==> src/rtl/run_ctrl.sv <==
// run_ctrl: run/stop/single-step controller for the nanoprocessor clock.
// Converts the selected divided level clock (slow or fast), or a debounced
// single-step button press, into one-cycle cpu_en pulses in the clk_50 domain.
// A HALT from the core parks the controller until reset.
//
// Ports:
//   clk_50      system clock, all logic on posedge
//   reset_n     synchronous reset, active low
//   slow_clk    divided level clock (slow), asynchronous, synchronised here
//   fast_clk    divided level clock (fast), asynchronous, synchronised here
//   speed_sel   0: tick on slow_clk, 1: tick on fast_clk
//   btn_run_n   active-low bouncy button, each accepted press toggles run/stop
//   btn_step_n  active-low bouncy button, each accepted press issues one step
//   halt        core HALT indication, synchronous to clk_50
//   cpu_en      one-cycle enable pulse to the core
//   running     high while in RUN
//   halted      high while in HALTED
//   instr_cnt   saturating count of cpu_en pulses since reset
module run_ctrl #(
  parameter int unsigned DEBOUNCE_CYCLES = 500_000,
  parameter int unsigned CNT_W           = 16
) (
  input  logic             clk_50,
  input  logic             reset_n,
  input  logic             slow_clk,
  input  logic             fast_clk,
  input  logic             speed_sel,
  input  logic             btn_run_n,
  input  logic             btn_step_n,
  input  logic             halt,
  output logic             cpu_en,
  output logic             running,
  output logic             halted,
  output logic [CNT_W-1:0] instr_cnt
);

  localparam int unsigned DbW = $clog2(DEBOUNCE_CYCLES + 1);
  localparam logic [DbW-1:0] DbMax = DbW'(DEBOUNCE_CYCLES - 1);

  typedef enum logic [1:0] {StStop, StRun, StStep, StHalted} state_e;

  state_e state_q, state_d;
  logic   cpu_en_q, cpu_en_d;
  logic   running_q, halted_q;
  logic [CNT_W-1:0] cnt_q;

  // Clock synchronisers and rising-edge tick
  logic slow_s1_q, slow_s2_q, fast_s1_q, fast_s2_q;
  logic sel_prev_q, tick_q;
  logic sel_clk;

  // Button synchronisers and debouncers, index 0 = run, 1 = step
  logic [1:0]     btn_s1_q, btn_s2_q, filt_q, press_q;
  logic [DbW-1:0] db_cnt_q [2];

  assign sel_clk = speed_sel ? fast_s2_q : slow_s2_q;

  always_ff @(posedge clk_50) begin
    if (!reset_n) begin
      slow_s1_q  <= 1'b0;
      slow_s2_q  <= 1'b0;
      fast_s1_q  <= 1'b0;
      fast_s2_q  <= 1'b0;
      sel_prev_q <= 1'b0;
      tick_q     <= 1'b0;
    end else begin
      slow_s1_q  <= slow_clk;
      slow_s2_q  <= slow_s1_q;
      fast_s1_q  <= fast_clk;
      fast_s2_q  <= fast_s1_q;
      // Edge detect on the muxed level; a speed_sel flip can add or drop one tick.
      sel_prev_q <= sel_clk;
      tick_q     <= sel_clk & ~sel_prev_q;
    end
  end

  always_ff @(posedge clk_50) begin
    if (!reset_n) begin
      btn_s1_q <= 2'b11;
      btn_s2_q <= 2'b11;
      filt_q   <= 2'b11;
      press_q  <= 2'b00;
      for (int i = 0; i < 2; i++) begin
        db_cnt_q[i] <= '0;
      end
    end else begin
      btn_s1_q <= {btn_step_n, btn_run_n};
      btn_s2_q <= btn_s1_q;
      for (int i = 0; i < 2; i++) begin
        press_q[i] <= 1'b0;
        // Counter only runs while the level differs from the filtered value, so
        // any bounce back to the filtered level restarts the qualification.
        if (btn_s2_q[i] == filt_q[i]) begin
          db_cnt_q[i] <= '0;
        end else if (db_cnt_q[i] == DbMax) begin
          db_cnt_q[i] <= '0;
          filt_q[i]   <= btn_s2_q[i];
          press_q[i]  <= ~btn_s2_q[i];
        end else begin
          db_cnt_q[i] <= db_cnt_q[i] + DbW'(1);
        end
      end
    end
  end

  always_comb begin
    state_d  = state_q;
    cpu_en_d = 1'b0;
    unique case (state_q)
      StStop: begin
        if (halt)            state_d = StHalted;
        else if (press_q[0]) state_d = StRun;   // run wins over a same-cycle step
        else if (press_q[1]) state_d = StStep;
      end
      StRun: begin
        if (halt)            state_d = StHalted;
        else if (press_q[0]) state_d = StStop;
        else if (tick_q)     cpu_en_d = 1'b1;
      end
      StStep: begin
        cpu_en_d = 1'b1;
        state_d  = halt ? StHalted : StStop;
      end
      StHalted: begin
        state_d = StHalted;
      end
      default: begin
        state_d = StStop;
      end
    endcase
  end

  always_ff @(posedge clk_50) begin
    if (!reset_n) begin
      state_q   <= StStop;
      cpu_en_q  <= 1'b0;
      running_q <= 1'b0;
      halted_q  <= 1'b0;
      cnt_q     <= '0;
    end else begin
      state_q   <= state_d;
      cpu_en_q  <= cpu_en_d;
      running_q <= (state_d == StRun);
      halted_q  <= (state_d == StHalted);
      if (cpu_en_q && (cnt_q != {CNT_W{1'b1}})) begin
        cnt_q <= cnt_q + CNT_W'(1);
      end
    end
  end

  assign cpu_en    = cpu_en_q;
  assign running   = running_q;
  assign halted    = halted_q;
  assign instr_cnt = cnt_q;

endmodule

==> config.mk <==
export PLATFORM = sky130hd
export DESIGN_NAME = run_ctrl
export DESIGN_NICKNAME = d
export VERILOG_FILES = /design/src/rtl/run_ctrl.sv
export SDC_FILE = /design/constraint.sdc
export NUM_CORES = 1
export LEC_CHECK = 0
export CORE_MARGIN = 2
export CORE_UTILIZATION = 50
export CTS_BUF_LIST = sky130_fd_sc_hd__clkbuf_2 sky130_fd_sc_hd__clkbuf_4 sky130_fd_sc_hd__clkbuf_8
export CTS_CLUSTER_SIZE = 14
export DETAILED_ROUTE_END_ITERATION = 6
export GPL_TIMING_DRIVEN = 0
export PLACE_DENSITY_LB_ADDON = 0.3
export SYNTH_ARGS = -nofsm -noshare
export SYNTH_HDL_FRONTEND = slang
export SYNTH_SLANG_ARGS = --single-unit
export TNS_END_PERCENT = 10
==> constraint.sdc <==
create_clock -name clk_50 -period 3.2 [get_ports clk_50]
set_input_delay 0.48 -clock clk_50 [delete_from_list [all_inputs] [get_ports clk_50]]
set_output_delay 0.48 -clock clk_50 [all_outputs]
set_load 0.01 [all_outputs]
==> metrics.cfg <==
[status]
outcome = finished clean

[finish]
drive_gt1_share_pct = 6.36
nFillCells = 642
final_nets = 450
syn2layout_area_growth_pct = 20.4
diodes = 0
fin_cells = 539

[critical_path]
reg2reg_from = db_cnt_q[1][6]
cp-end-kind = flop
worstPathArrival_ns = 2.37
rr_worst_depth = 5
cp.required_ns = 3.30
critPathMaxFanout = 10
r2r_slack_ns = 0.92
reg2reg_to = db_cnt_q[1][7]
path_class = flop to flop
crit_path_start_kind = flop

[sta]
period_share_pct = 71.2
skew_ns = 0.00836
worst_slack_ns = 0.922
fmax_mhz = 439
drv_slew = 0
setup_tns_ns = 0
setup_viol_count_final = 0
max-slew-margin-rel_pct = 50.6
grt_setup_unrepaired = no
hold_viol_final = 0
period_needed_ns = 2.28
fin_hold_ws_ns = 0.409
worst_pin_slew_ns = 0.734

[logic_synthesis]
yosysSeqAreaShare_pct = 50.8
synthCells = 362
ys_warn_count = 0
synth_edf_count = 38
yosysTopAreaCell = edfxtp_1
ys.flop_type = edfxtp_1
ys_ff_latch = 73
synth.area.top_cells = edfxtp_1, dfxtp_1, xnor2_1, nor2_1, nand3_1
syn_area_per_cell_um2 = 10.0
synth_area_um2 = 3630
synthArstFlopShare_pct = 0
synth_top_area_share_pct = 31.5
synth.distinct_cells = 49

[worst_hold_path]
holdCritStartpoint = btn_s1_q[1]
hold_end = btn_s2_q[1]
hold_class = flop to flop
whs_path_depth = 1

[global_route]
grt-ovfl-total = 0
grt_pass1_wl_mm = 11.7
grt_max_degree = 13
grt_pass1_vias = 2681
track_usage_pct = 19.0
antenna_found_initial = 0

[route]
wl_per_cell_um = 12.7
drtIter0Drc = 138
drc = 0
routed_wl_mm = 6.83
vias = 2808
avgViaCountPerCell = 5.21
ant_nets = 0
drt_pass1_iterations = 4

[clocking]
clock-sinks = 73
clockBufferDepth = 2
numCtsBuffers = 9
path_clk_slew_ns = 0.07
cts-hold-fix-buffers = 0
clk_latency_ns = 0.35
clockRootBuffer = clkbuf_8
htreeDepth = 3
cts_setup_buffers = 0
cts_tree = done
cts_resized = 0

[placed_design]
gp_congestion = 0.894
io_buffer_count = 25
dp_hpwl_mm = 5.04
dp_cells = 523
dp_slack_ns = 0.942

[floorplan]
coreArea_um2 = 7140
dieHeight_um = 89.2
rows = 31
die_area_um2 = 7950
start_util_pct = 50.8
fp.dieW_um = 89.2
ios = 27

[power_and_ir_drop]
fin_total_pwr_mw = 2.15
p_leak_nw = 1.49
p_per_area_nw_per_um2 = 493
irDropWorstVdd_uv = 259

[run]
max_cap_violations = 0

stage by stage:
stage / area [um^2] / utilization (%)
detailed placement: 4140 / 58.0
global placement: 4140 / 58.0
floorplan: 3760 / -
CTS: 4370 / 61.2
global route: 4370 / 61.2
finish: 4370 / 61.2
cell usage after synthesis, types with 2 or more instances:
library cell  number
edfxtp_1          38
nor3_1             8
nor4b_1            3
nand3_1           19
ha_1               7
nor2_1            50
and3_1             4
and2_1             7
dfxtp_1           35
nand4_1           13
buf_2              2
xnor2_1           24
xor2_1             9
a31oi_1            2
a21oi_1           11
or3_1              8
clkbuf_1           4
or2_2              2
or4_1              3
nor2b_1            2
and4_1             3
mux2i_1            8
nand4b_1           2
o21ai_0           13
nand4_4            2
nand2_1           25
a211oi_1           4
nand2b_1          10
inv_1             13
nor4_1            12
worst max-delay path: stages, from the launching register on:
cell and delay (ns):
edfxtp_1 0.47, nor4b_1 0.50, nand4b_1 0.23, o211ai_2 0.44
buf_2 0.31, nor2_1 0.08
state kept, by name (all words and copies together), names as in the netlist, 2 cells and up:
signal / flops
filt_q: 2
instr_cnt: 16
btn_s2_q: 2
state_q: 2
press_q: 2
db_cnt_q: 38
btn_s1_q: 2
cells by family (layout without fill, tap and decap cells):
group / count (synthesis) / in the layout / synth area share, %
other: 1 / 38 / 0.103
muxes: 8 / 8 / 2.21
DFF: 73 / 73 / 50.8
AOI/OAI and AO/OA: 42 / 42 / 7.49
and+or+nand+nor: 179 / 179 / 27.0
buffers and inverters: 19 / 60 / 2.04
adders and majority gates: 7 / 7 / 2.42
xor gates and xnor gates: 33 / 33 / 7.97
power by group:
| part | switching [mW] | internal [mW] |
|---|---|---|
| clock | 0.342 | 0.480 |
| combinational | 0.129 | 0.117 |
| sequential | 0.0473 | 1.04 |
| total | 0.519 | 1.64 |
how the worst max path moves through the flow:
stage	start	endpoint	depth (start not counted)
finish	db_cnt_q[1][6]	db_cnt_q[1][7]	5
global route	db_cnt_q[1][6]	db_cnt_q[1][7]	5
detailed placement	db_cnt_q[1][7]	db_cnt_q[1][7]	5
global placement	db_cnt_q[0][10]	db_cnt_q[0][16]	5
floorplan	db_cnt_q[1][0]	db_cnt_q[1][18]	5
CTS	db_cnt_q[1][7]	db_cnt_q[1][7]	5
layout by cell type, fill, tap and decap left out, drive strengths merged, types with 14 or more instances in the layout:
master / Yosys / routed
nor2: 50 / 50
edfxtp: 38 / 38
conb: 1 / 38
dfxtp: 35 / 35
nand2: 25 / 25
clkdlybuf4s50: 0 / 25
xnor2: 24 / 24
nand3: 19 / 19
nand4: 15 / 15
clkbuf: 4 / 15
inv: 13 / 14
o21ai: 14 / 14
routing by layer:
layer,GRT usage [%],share of wire [%],vias to the layer above,routed length [um]
met5,0,0,-,0
met4,10.6,1.3,0,91
met3,3.60,4.3,6,297
met2,30.8,47,59,3230
met1,24.0,47,1303,3200
li1,-,-,1440,-
cell type report:
cell class / instances / area [um^2] / share of cell area [%]
flip-flops and latches: 73 / 1840 / 42.2
clock buffers: 11 / 151 / 3.47
inverters: 13 / 48.8 / 1.12
multi-input cells: 307 / 1850 / 42.3
repair buffers: 25 / 250 / 5.73
well taps: 99 / 124 / 2.84
plain buffers: 6 / 25.0 / 0.573
clock inverters: 5 / 76.3 / 1.75
No activity file was read; power rests on OpenSTA's default activity.
